`config.mk`:
```
export PLATFORM = sky130hd
export DESIGN_NAME = geo_mapper
export DESIGN_NICKNAME = d
export VERILOG_FILES = /design/src/rtl/geo_mapper.sv
export SDC_FILE = /design/constraint.sdc
export NUM_CORES = 1
export LEC_CHECK = 0
export BUFFER_PORTS_ARGS = -buffer_cell sky130_fd_sc_hd__buf_2
export CAP_MARGIN = 20
export CORE_UTILIZATION = 37
export DETAILED_ROUTE_END_ITERATION = 8
export GPL_TIMING_DRIVEN = 0
export SYNTH_ARGS = -nofsm -noshare
export SYNTH_HDL_FRONTEND = slang
export SYNTH_SLANG_ARGS = --single-unit
```
`constraint.sdc`:
```
create_clock -name C8M -period 2.9 [get_ports C8M]
set_clock_uncertainty 0.2 [all_clocks]
set_input_delay 0.29 -clock C8M [delete_from_list [all_inputs] [get_ports C8M]]
set_output_delay 0.29 -clock C8M [all_outputs]
set_load 0.05 [all_outputs]
```
`src/rtl/geo_mapper.sv`:
```
// geo_mapper: 6502 bus RAM window mapper with per-slot block/window registers; GEO_AUTOINC_EN adds window auto-increment
module geo_mapper #(
  parameter int BLOCK_W  = 8,
  parameter int WINDOW_W = 6,
  parameter int NSLOT    = 2
) (
  input  logic                          C8M,
  input  logic                          nRESET,
  input  logic                          PHI2,
  input  logic                          nIO1,
  input  logic                          nIO2,
  input  logic                          nWE,
  input  logic [7:0]                    A,
  input  logic [7:0]                    Din,
  output logic [7:0]                    Dout,
  output logic                          DOE,
  output logic [BLOCK_W+WINDOW_W+7:0]   RamAddr,
  output logic                          IncPulse
);
  localparam int SW = NSLOT > 1 ? $clog2(NSLOT) : 1;
  logic s1, s2, s3, fall, regWr, autoInc;
  logic capIo2N, capWeN;
  logic [7:0] capA, capDin, ctrlRb;
  logic [1:0] slotRb;
  logic [SW-1:0] slot;
  logic [BLOCK_W-1:0] blockReg [2**SW];
  logic [WINDOW_W-1:0] windowReg [2**SW];
`ifdef GEO_AUTOINC_EN
  logic capIo1N, incHit;
`endif
  assign fall = s3 & !s2;
  assign regWr = fall & !capIo2N & !capWeN;
  // The capture freezes once the synchronised PHI2 drops, so the commit uses the last high-phase bus values
  always_ff @(posedge C8M or negedge nRESET)
    if (!nRESET) begin
      {s1, s2, s3} <= '0;
      {capIo2N, capWeN} <= '0;
      capA <= '0;
      capDin <= '0;
`ifdef GEO_AUTOINC_EN
      capIo1N <= 1'b0;
`endif
    end else begin
      {s1, s2, s3} <= {PHI2, s1, s2};
      if (s2) begin
        {capIo2N, capWeN} <= {nIO2, nWE};
        capA <= A;
        capDin <= Din;
`ifdef GEO_AUTOINC_EN
        capIo1N <= nIO1;
`endif
      end
    end
  always_ff @(posedge C8M or negedge nRESET)
    if (!nRESET) begin
      slot <= '0;
      for (int i = 0; i < 2**SW; i++) begin
        blockReg[i] <= '0;
        windowReg[i] <= '0;
      end
    end else if (regWr) begin
      if (capA == 8'hFF) blockReg[slot] <= capDin[BLOCK_W-1:0];
      if (capA == 8'hFE) windowReg[slot] <= capDin[WINDOW_W-1:0];
      if (capA == 8'hFD) slot <= NSLOT > 1 ? SW'(capDin[2:1]) : '0;
    end
`ifdef GEO_AUTOINC_EN
    else if (incHit)
      {blockReg[slot], windowReg[slot]} <= {blockReg[slot], windowReg[slot]} + (BLOCK_W+WINDOW_W)'(1);
`endif
`ifdef GEO_AUTOINC_EN
  // IO2 wins when both pages are selected, so the increment requires nIO2 high
  assign incHit = fall & !capIo1N & capIo2N & (capA == 8'hFF) & autoInc;
  always_ff @(posedge C8M or negedge nRESET)
    if (!nRESET) begin
      autoInc <= 1'b0;
      IncPulse <= 1'b0;
    end else begin
      IncPulse <= incHit;
      if (regWr && capA == 8'hFD) autoInc <= capDin[0];
    end
`else
  assign autoInc = 1'b0;
  assign IncPulse = 1'b0;
`endif
  assign slotRb = NSLOT > 1 ? 2'(slot) : 2'b00;
  assign ctrlRb = {5'b0, slotRb, autoInc};
  assign Dout = A == 8'hFF ? 8'(blockReg[slot]) :
                A == 8'hFE ? 8'(windowReg[slot]) :
                A == 8'hFD ? ctrlRb : 8'h00;
  assign DOE = PHI2 & nWE & (!nIO1 | (!nIO2 & (A >= 8'hFD)));
  assign RamAddr = {blockReg[slot], windowReg[slot], A};
endmodule

```
# Word level (Yosys, flattened, before mapping)
# Cells that the tools add are included.
# classes
eq_ne,6
n_reduce_logical,9
bitwise_logic,8
n_lt_le_gt_ge,3
muxes,15
# op_table
operator,n
"8-bit equality test, second input constant",6
8-bit 2-to-1 mux,5
6-bit 2-to-1 mux,5
16-bit bitwise mux,1
12-bit bitwise mux,1
8-bit demux with 1-bit select,1
"8-bit greater-or-equal comparator, second input constant",1
1-bit bitwise AND,6
6-bit demux with 1-bit select,1
2-bit AND reduction,3
1-bit zero test,5
"2-bit greater-or-equal comparator, second input constant",1
"2-bit by 1-bit less-than comparator with 1-bit output, second input constant",1
2-bit 2-to-1 mux,1
1-bit inverter with 2-bit output,1
1-bit logical AND,1
1-bit OR,1
# totals
out_inout_bits,32
word_cells,53
ff_bits,50
input_bits,22

# Longest topological paths before layout
# Gate-level depths: netlist of run 1.
# depth
word_depth,6
depth_mapped,5
depth_no_buf,3

# Worst setup path before layout of run 1
# No wires, ideal clock.
# synth_timing
kind,reg-to-output
from,reg slot
to,out Dout[0]
path_buffers,2
required_time_ns,2.410
arrival_time_ns,2.241
slack_ns,0.169
stages_incl_launch_ff,6
path_cell_list,dfrtp_1 > buf_2 > buf_2 > mux2_2 > nor2_1 > nor3_1
# synth_via
elab_chain_cells,6
# synth_lines
element,line,source
from (decl),25,logic [SW-1:0] slot;
from (signal assigned),64,if (capA == 8'hFD) slot <= NSLOT > 1 ? SW'(capDin[2:1]) : '0;
1-bit inverter with 2-bit output,n/a,
6-bit 2-to-1 mux (3 in a row),n/a,
named net RamAddr[8],17,"output logic [BLOCK_W+WINDOW_W+7:0] RamAddr,"
6-bit 2-to-1 mux,88,A == 8'hFE ? 8'(windowReg[slot]) :
8-bit 2-to-1 mux,87,assign Dout = A == 8'hFF ? 8'(blockReg[slot]) :
to (decl),15,"output logic [7:0] Dout,"
# The timed path passes the listed nets, and every way through them passes these cells. The select of a mux whose other input is x is not followed.

# Final worst setup path of run 1
# layout_timing
from,reg slot
to,out Dout[3]
# layout_via
elab_chain_cells,6
# layout_lines
element,line
1-bit inverter with 2-bit output (not written as such) *,"87, 88"
6-bit 2-to-1 mux (not written as such) (3 in a row),88
6-bit 2-to-1 mux,88
8-bit 2-to-1 mux *,87
# Mark *: on every way between the ends. The rest lies on a longest branch, timed or not. The select of a mux whose other input is x is not followed.

==> impl_metrics.env, run 1 <==
export IMPL_min_delay_start="Din[5]"
export IMPL_synth_area_per_cell_um2=14.02
export IMPL_ys_ff_latch=50
export IMPL_setup_violations_final=0
export IMPL_p_int_uw=1050
export IMPL_cts_tree="yes"
export IMPL_muxShareOfSynthArea_pct=28.99
export IMPL_rsz0062_at_grt="no"
export IMPL_synthXorXnorAreaFrac_pct=0
export IMPL_powerDensity_nw_per_um2=489.1
export IMPL_hold_ws_ns=0.009347
export IMPL_finalNonFillerCells=307
export IMPL_grt_pass1_vias=1421
export IMPL_fin_crit_ns=2.537
export IMPL_start_util_pct=39.10
export IMPL_min_to="capDin[5]"
export IMPL_rows=28
export IMPL_drt_antenna_violating_nets=0
export IMPL_reg2regPathDepth=4
export IMPL_io_buffers=52
export IMPL_switching_power_uw=357.8
export IMPL_die_area_um2=6729
export IMPL_antennaDiodeCount=0
export IMPL_ir_drop_mv=0.2681
export IMPL_gp_congestion=0.6835
export IMPL_cts_sinks=50
export IMPL_clockRootBuffer="clkbuf_8"
export IMPL_grt_pass1_wl_um=7693
export IMPL_tightest_slew_ns=0.7564
export IMPL_drive_above_1_share_pct=60.34
export IMPL_synth_adder_area_share_pct=0
export IMPL_endpoint_kind="output port"
export IMPL_fin_area_um2=2878
export IMPL_regToRegStartpoint="s2"
export IMPL_postRouteWirelength_um=4992
export IMPL_synth_compound_area_share_pct=1.056
export IMPL_nets=253
export IMPL_synth_distinct_cells=25
export IMPL_pin_count=54
export IMPL_hold_viol_final=0
export IMPL_synthesis_area_um2=2370
export IMPL_drt_iter0_drc=37
export IMPL_synth_edf_count=0
export IMPL_grt_max_degree=30
export IMPL_relSlewSlack_pct=49.57
export IMPL_r2r_end="blockReg[12]"
export IMPL_core_area_um2=6061
export IMPL_critical_path_class="register to output port"
export IMPL_yosys_area_share_simple_pct=12.62
export IMPL_crit_arrival_ns=2.05
export IMPL_min_period_over_period_pct=87.49
export IMPL_drc_errors=0
export IMPL_crit_required_ns=2.41
export IMPL_hp_class="input port to register"
export IMPL_placed_cells=297
export IMPL_tns_ns=0
export IMPL_antenna_found_initial=0
export IMPL_layout_common_cells="mux2_2, buf_2, dfrtp_1"
export IMPL_via_count=1544
export IMPL_final_common_cell="mux2_2"
export IMPL_via_per_inst=5.029
export IMPL_fillCellCount=543
export IMPL_cts_resized=0
export IMPL_grt_ovfl_total=0
export IMPL_place_area_um2=2744
export IMPL_timing_fmax_ghz=0.3941
export IMPL_htree_num_levels=2
export IMPL_outcome="complete, no violations"
export IMPL_cts_buffer_depth=2
export IMPL_path_clk_slew_ns=0.09
export IMPL_worstPathMaxFanout=10
export IMPL_p_sw_share_pct=25.42
export IMPL_cap_violations=0
export IMPL_die_y_um=82.03
export IMPL_maxSlewViolCount=0
export IMPL_seq_area_frac_synth_pct=52.80
export IMPL_fin_util_pct=47.48
export IMPL_syn_num_nets=191
export IMPL_clkPwrFrac_pct=34.8
export IMPL_die_width_um=82.03
export IMPL_ff2ff_setup_slack_ns=0.63
export IMPL_cts_setup_buffers=0
export IMPL_power_frac_seq_pct=53.9
export IMPL_synth_top_family_by_area="multiplexers"
export IMPL_cts_hold_buf=2
export IMPL_post_dp_hpwl_um=3484
export IMPL_setup_worst_path_start_class="register"
export IMPL_worstHoldPathCells=2
export IMPL_yosysWarnings=0
export IMPL_area_growth_pct=21.44
export IMPL_synthFlopType="dfrtp_1"
export IMPL_wl_per_cell_um=16.26
export IMPL_firstDrtPassIters=4
export IMPL_cts_buffers=5
export IMPL_clk_latency_ns=0.30
export IMPL_synthCells=169
export IMPL_p_leak_uw=0.001440
export IMPL_async_flop_share_pct=100.0
export IMPL_grt_usage_pct=16.04
export IMPL_p_comb_share_pct=11.2
## through the flow
step | worst slack [ns] | power, uW
6_report | 0.3627 | 1408
5_1_grt | 0.2814 | 1466
4_1_cts | 0.3512 | 1421
3_5_place_dp | 0.6275 | 930.4
3_3_place_gp | 0.6556 | 925.0
2_1_floorplan | 0.1692 | 867.7
## sequential cells by signal, summed over array words and instances, names as in the netlist
name,count
capWeN,1
blockReg,16
s3,1
capA,8
windowReg,12
capDin,8
s1,1
s2,1
slot,1
capIo2N,1
## how the worst max path moves through the flow
stage                         endpoint  cells past startpoint  start
after global routing           Dout[3]                      6   slot
after CTS                      Dout[3]                      6   slot
final                          Dout[3]                      6   slot
after floorplan                Dout[0]                      5   slot
after detailed placement  blockReg[12]                      4     s2
after global placement    blockReg[10]                      4     s2
## cells in the mapped netlist (2+ instances only)
| cell type | count | share of area (%) |
|---|---|---|
| nand3b_1 | 2 | 0.63 |
| nand4_1 | 2 | 0.53 |
| buf_4 | 9 | 2.9 |
| and3_1 | 3 | 0.79 |
| nor4_4 | 4 | 3.6 |
| clkbuf_1 | 2 | 0.32 |
| nand4b_1 | 2 | 0.74 |
| inv_1 | 2 | 0.32 |
| mux2_2 | 61 | 29 |
| dfrtp_1 | 50 | 53 |
| nor2_1 | 11 | 1.7 |
| nor3_1 | 7 | 1.5 |
| buf_2 | 2 | 0.42 |
## power by group through the flow
stage                     Combinational (uW)  Clock, uW  Sequential [uW]
after CTS                                160        502              759
final                                    158        490              759
after detailed placement                 157          0              773
after global routing                     170        531              765
after global placement                   153          0              772
after floorplan                          104          0              763
## critical path: stages, from the launching register on
cell and delay, ns:
dfrtp_1 0.37, buf_2 0.29, buf_2 0.31, mux2_2 0.39
nor2_1 0.10, nor3_1 0.07, buf_2 0.23
## cells by family after synthesis
logic type      count (synthesis)
mux                            61
flops                          50
simple gates                   38
buf+inv                        16
compound gates                  3
other cells                     1
## area by class of cell
class                           count  area, um^2  area share, %
Clock inverter                      3       45.04          1.565
Buffer                             14       96.34          3.348
Multi-Input combinational cell    103        1015          35.26
Timing Repair Buffer               55       300.3          10.43
Sequential cell                    50        1251          43.48
Tap cell                           75       93.84          3.261
Inverter                            2       7.507         0.2609
Clock buffer                        5       68.82          2.391
## metal layers
metal	vias to the layer above	part of all wire [%]	GRT usage (%)
met1	787	45	22.25
li1	727	-	-
met3	6	3.4	3.111
met5	-	0	0
met2	24	50	25.29
met4	0	1.1	4.737
Power figures use the tool's default switching activity.
==> inputs of run 2 (changes only) <==
CORE_UTILIZATION = 45   (was 37)
PLACE_DENSITY = 0.68   (was default)
==> run 2 against run 1 <==
Against the previous run:
- critical path depth unchanged
- register-to-register slack better by 0.05 ns
- flip-flop and latch count unchanged
- power down 5.4%
- non-clock buffer count up 1
- global-route usage up 3.0 points
- sequential share of layout area up 0.29 points
- cell area down 0.65%
- cell count down 1.3%
- first-iteration DRC count up 68%
- largest power group unchanged
==> impl_metrics.env, run 2 (same netlist as run 1, synthesis figures left out) <==
export IMPL_cap_violations=0
export IMPL_cts_tree="yes"
export IMPL_switching_power_uw=344.8
export IMPL_antenna_found_initial=0
export IMPL_tightest_slew_ns=0.7114
export IMPL_setup_ws_ns=0.3775
export IMPL_via_per_inst=5.125
export IMPL_tns_ns=0
export IMPL_power_frac_seq_pct=57.0
export IMPL_die_y_um=74.57
export IMPL_cp_common_cell="buf_2"
export IMPL_cp_slowest_cell="mux2_2"
export IMPL_worstPathMaxFanout=10
export IMPL_clkPwrFrac_pct=31.1
export IMPL_wl_met1_um=2287
export IMPL_outcome="complete, no violations"
export IMPL_largest_reg_flops=16
export IMPL_htree_num_levels=2
export IMPL_cts_buffer_depth=2
export IMPL_powerDensity_nw_per_um2=465.7
export IMPL_cts_sinks=50
export IMPL_maxSlewViolCount=0
export IMPL_clk_latency_ns=0.30
export IMPL_drc_errors=0
export IMPL_hp_class="input port to register"
export IMPL_grt_max_degree=40
export IMPL_cp_top_family="buffers and inverters"
export IMPL_top_layer="met4"
export IMPL_largest_registers="blockReg x16, windowReg x12"
export IMPL_crit_arrival_ns=2.03
export IMPL_drt_iter0_drc=62
export IMPL_io_buffers=52
export IMPL_endpoint_kind="output port"
export IMPL_p_comb_share_pct=11.9
export IMPL_relSlewSlack_pct=52.22
export IMPL_path_buf_inv=3
export IMPL_hold_viol_final=0
export IMPL_critical_path_class="register to output port"
export IMPL_start_util_pct=46.70
export IMPL_die_area_um2=5561
export IMPL_core_area_um2=5075
export IMPL_pin_count=54
export IMPL_crit_chain="buf_2 > buf_2 > mux2_2 > nor2_1 > nor3_1 > buf_2"
export IMPL_grt_pass1_wl_um=7521
export IMPL_post_dp_hpwl_um=3321
export IMPL_setup_worst_path_start_class="register"
export IMPL_drt_antenna_violating_nets=0
export IMPL_grt_usage_pct=19.03
export IMPL_crit_required_ns=2.41
export IMPL_drive_above_1_share_pct=59.66
export IMPL_grt_pass1_vias=1399
export IMPL_finalNonFillerCells=303
export IMPL_path_clk_slew_ns=0.08
export IMPL_ir_drop_mv=0.3395
export IMPL_cts_setup_buffers=0
export IMPL_rsz0062_at_grt="no"
export IMPL_gp_congestion=0.7216
export IMPL_layout_common_cells="mux2_2, buf_2, dfrtp_1"
export IMPL_wl_met2_um=2276
export IMPL_cpPeakStageDelay_ns=0.38
export IMPL_area_growth_pct=20.64
export IMPL_grt_ovfl_total=0
export IMPL_setup_violations_final=0
export IMPL_firstDrtPassIters=4
export IMPL_placed_cells=292
export IMPL_route_met3_wl_um=150
export IMPL_via_count=1553
export IMPL_p_sw_share_pct=25.89
export IMPL_nets=254
export IMPL_final_common_cell="mux2_2"
export IMPL_clockRootBuffer="clkbuf_8"
export IMPL_largest_register="blockReg"
export IMPL_antennaDiodeCount=0
export IMPL_min_period_over_period_pct=86.98
export IMPL_rows=26
export IMPL_p_leak_uw=0.001442
export IMPL_die_width_um=74.57
export IMPL_cts_hold_buf=2
export IMPL_cts_buffers=5
export IMPL_postRouteWirelength_um=4780
export IMPL_cts_resized=0
export IMPL_wl_per_cell_um=15.78
export IMPL_fin_crit_ns=2.522
export IMPL_place_ws_ns=0.6646
export IMPL_p_int_uw=986.7
export IMPL_timing_fmax_ghz=0.3964
run 2: power by group through the flow:
stage / registers [uW] / logic (uW) / clock network [uW]
2_1_floorplan: 763 / 104 / 0
3_3_place_gp: 771 / 152 / 0
3_5_place_dp: 773 / 157 / 0
4_1_cts: 759 / 159 / 428
5_1_grt: 764 / 171 / 457
6_report: 759 / 158 / 414
run 2: final timing paths:
kind                         from           end  slack (ns)  depth (start not counted)
setup reg to reg               s2   blockReg[7]        0.68                          4
setup / recovery             slot       Dout[4]        0.38                          6
hold / removal             Din[0]     capDin[0]        0.01                          2
max in group asynchronous  nRESET     capDin[3]        1.80                          3
hold reg to reg                s1            s2        0.15                          0
min in group asynchronous  nRESET  blockReg[10]        0.20                          2
run 2: cell type report:
| cell class | instances | area (um^2) |
|---|---|---|
| fill | 455 | 2216 |
| sequential | 50 | 1251 |
| multi-input combinational | 103 | 1015 |
| timing repair buffer | 56 | 310.3 |
| buffer | 14 | 96.34 |
| tap | 70 | 87.58 |
| clock buffer | 7 | 86.33 |
| inverter | 2 | 7.507 |
| clock inverter | 1 | 5.005 |
run 2: metal layers:
metal | track usage, % | vias up
met5 | 0 | -
met3 | 4.472 | 8
met4 | 7.547 | 0
li1 | - | 732
met1 | 26.97 | 782
met2 | 28.33 | 31
run 2: metrics by stage:
step	hold WS (ns)	utilization, %	total power (uW)	cell area, um^2
3_3_place_gp	0.1364	53.55	923.7	2718
5_1_grt	0.0002817	56.34	1391	2859
2_1_floorplan	-0.2056	-	867.7	2370
6_report	0.01192	56.34	1331	2859
4_1_cts	0.001274	56.14	1346	2849
3_5_place_dp	-0.01095	53.94	929.8	2738
==> inputs of run 3 (changes only) <==
MAX_ROUTING_LAYER = met4   (was default)
==> run 3 against run 2 <==
Against the previous run:
- cell area unchanged
- flip-flop and latch count unchanged
- maximum frequency increased by 0.12%
- utilization unchanged
- die area unchanged
- register-to-register slack about the same
- count of clock-buffer cells in the layout unchanged
- global-route usage increased by 0.61 points
- worst setup slack improved by 0.0030 ns
- critical endpoint unchanged
- largest power group unchanged
==> impl_metrics.env, run 3 (same netlist as run 1, synthesis figures left out) <==
export IMPL_largest_register="blockReg"
export IMPL_drc_errors=0
export IMPL_tns_ns=0
export IMPL_route_met3_wl_um=145
export IMPL_largest_registers="blockReg x16, windowReg x12"
export IMPL_fillCellCount=455
export IMPL_grt_pass1_wl_um=7541
export IMPL_worstPathMaxFanout=10
export IMPL_critical_path_class="register to output port"
export IMPL_powerDensity_nw_per_um2=465.8
export IMPL_p_leak_uw=0.001442
export IMPL_hp_class="input port to register"
export IMPL_cts_resized=0
export IMPL_cts_buffer_depth=2
export IMPL_cts_tree="yes"
export IMPL_io_buffers=52
export IMPL_min_delay_start="Din[0]"
export IMPL_antenna_found_initial=0
export IMPL_cp_common_cell="buf_2"
export IMPL_rsz0062_at_grt="no"
export IMPL_top_layer="met4"
export IMPL_rows=26
export IMPL_post_dp_hpwl_um=3321
export IMPL_clk_latency_ns=0.30
export IMPL_path_buf_inv=3
export IMPL_drt_antenna_violating_nets=0
export IMPL_path_clk_slew_ns=0.08
export IMPL_endpoint_kind="output port"
export IMPL_relSlewSlack_pct=52.50
export IMPL_timing_fmax_ghz=0.3969
export IMPL_grt_max_degree=40
export IMPL_cts_buffers=5
export IMPL_drt_iter0_drc=75
export IMPL_cts_hold_buf=2
export IMPL_via_per_inst=5.066
export IMPL_wl_per_cell_um=15.81
export IMPL_via_count=1535
export IMPL_cp_slowest_cell="mux2_2"
export IMPL_start_util_pct=46.70
export IMPL_grt_usage_pct=19.64
export IMPL_area_growth_pct=20.64
export IMPL_ir_drop_mv=0.3384
export IMPL_grt_pass1_vias=1396
export IMPL_final_common_cell="mux2_2"
export IMPL_r2r_end="blockReg[7]"
export IMPL_cp_top_family="buffers and inverters"
export IMPL_postRouteWirelength_um=4790
export IMPL_drive_above_1_share_pct=59.66
export IMPL_fin_crit_ns=2.519
export IMPL_wl_met2_um=2279
export IMPL_pin_count=54
export IMPL_nets=254
export IMPL_hold_viol_final=0
export IMPL_cap_violations=0
export IMPL_die_y_um=74.57
export IMPL_min_period_over_period_pct=86.88
export IMPL_crit_chain="buf_2 > buf_2 > mux2_2 > nor2_1 > nor3_1 > buf_2"
export IMPL_worstHoldPathCells=2
export IMPL_die_width_um=74.57
export IMPL_cts_sinks=50
export IMPL_gp_congestion=0.7302
export IMPL_largest_reg_flops=16
export IMPL_min_to="capDin[0]"
export IMPL_tightest_slew_ns=0.7072
export IMPL_htree_num_levels=2
export IMPL_reg2regPathDepth=4
export IMPL_firstDrtPassIters=4
export IMPL_wl_met1_um=2296
export IMPL_clockRootBuffer="clkbuf_8"
export IMPL_ff2ff_setup_slack_ns=0.68
export IMPL_cts_setup_buffers=0
export IMPL_crit_required_ns=2.41
export IMPL_grt_ovfl_total=0
export IMPL_die_area_um2=5561
export IMPL_core_area_um2=5075
export IMPL_cpPeakStageDelay_ns=0.38
export IMPL_layout_common_cells="mux2_2, buf_2, dfrtp_1"
export IMPL_fin_util_pct=56.34
export IMPL_maxSlewViolCount=0
export IMPL_crit_arrival_ns=2.03
export IMPL_setup_worst_path_start_class="register"
export IMPL_antennaDiodeCount=0
export IMPL_outcome="complete, no violations"
export IMPL_regToRegStartpoint="s2"
export IMPL_setup_violations_final=0
==> run 3: where the power goes <==
group          internal [uW]  total (uW)  switching, uW
Clock                    193         415            222
Sequential               726         759           32.6
Combinational           67.7         158           90.4
Total                    987        1330            345
==> run 3: worst max path at each step <==
stage | startpoint | to | slack [ns] | depth (start not counted)
2_1_floorplan | slot | Dout[0] | 0.17 | 5
6_report | slot | Dout[4] | 0.38 | 6
4_1_cts | slot | Dout[4] | 0.37 | 6
3_5_place_dp | s2 | blockReg[9] | 0.66 | 4
3_3_place_gp | s2 | blockReg[8] | 0.67 | 4
5_1_grt | slot | Dout[0] | 0.25 | 6
==> run 3: stage by stage <==
step	instances	total power, uW	setup WS (ns)	hold WS (ns)	area (um^2)
2_1_floorplan	169	867.7	0.1692	-0.2056	2370
4_1_cts	302	1346	0.3655	0.001274	2849
5_1_grt	303	1391	0.2462	0.0008874	2859
3_3_place_gp	291	923.7	0.6654	0.1364	2718
6_report	303	1332	0.3805	0.01227	2859
3_5_place_dp	292	929.8	0.6646	-0.01095	2738
==> run 3: per-layer routing <==
metal | global-route usage [%] | vias to the layer above
met5 | - | -
met4 | 7.547 | 0
met3 | 4.472 | 8
met2 | 28.33 | 26
met1 | 26.97 | 770
li1 | - | 731
==> run 3: layout make-up <==
type | instances | area [um^2] | area share, %
repair buffers | 56 | 310.3 | 10.85
inverters | 2 | 7.507 | 0.2626
flip-flops and latches | 50 | 1251 | 43.76
well taps | 70 | 87.58 | 3.063
multi-input cells | 103 | 1015 | 35.49
plain buffers | 14 | 96.34 | 3.370
clock buffers | 7 | 86.33 | 3.020
clock inverters | 1 | 5.005 | 0.1751
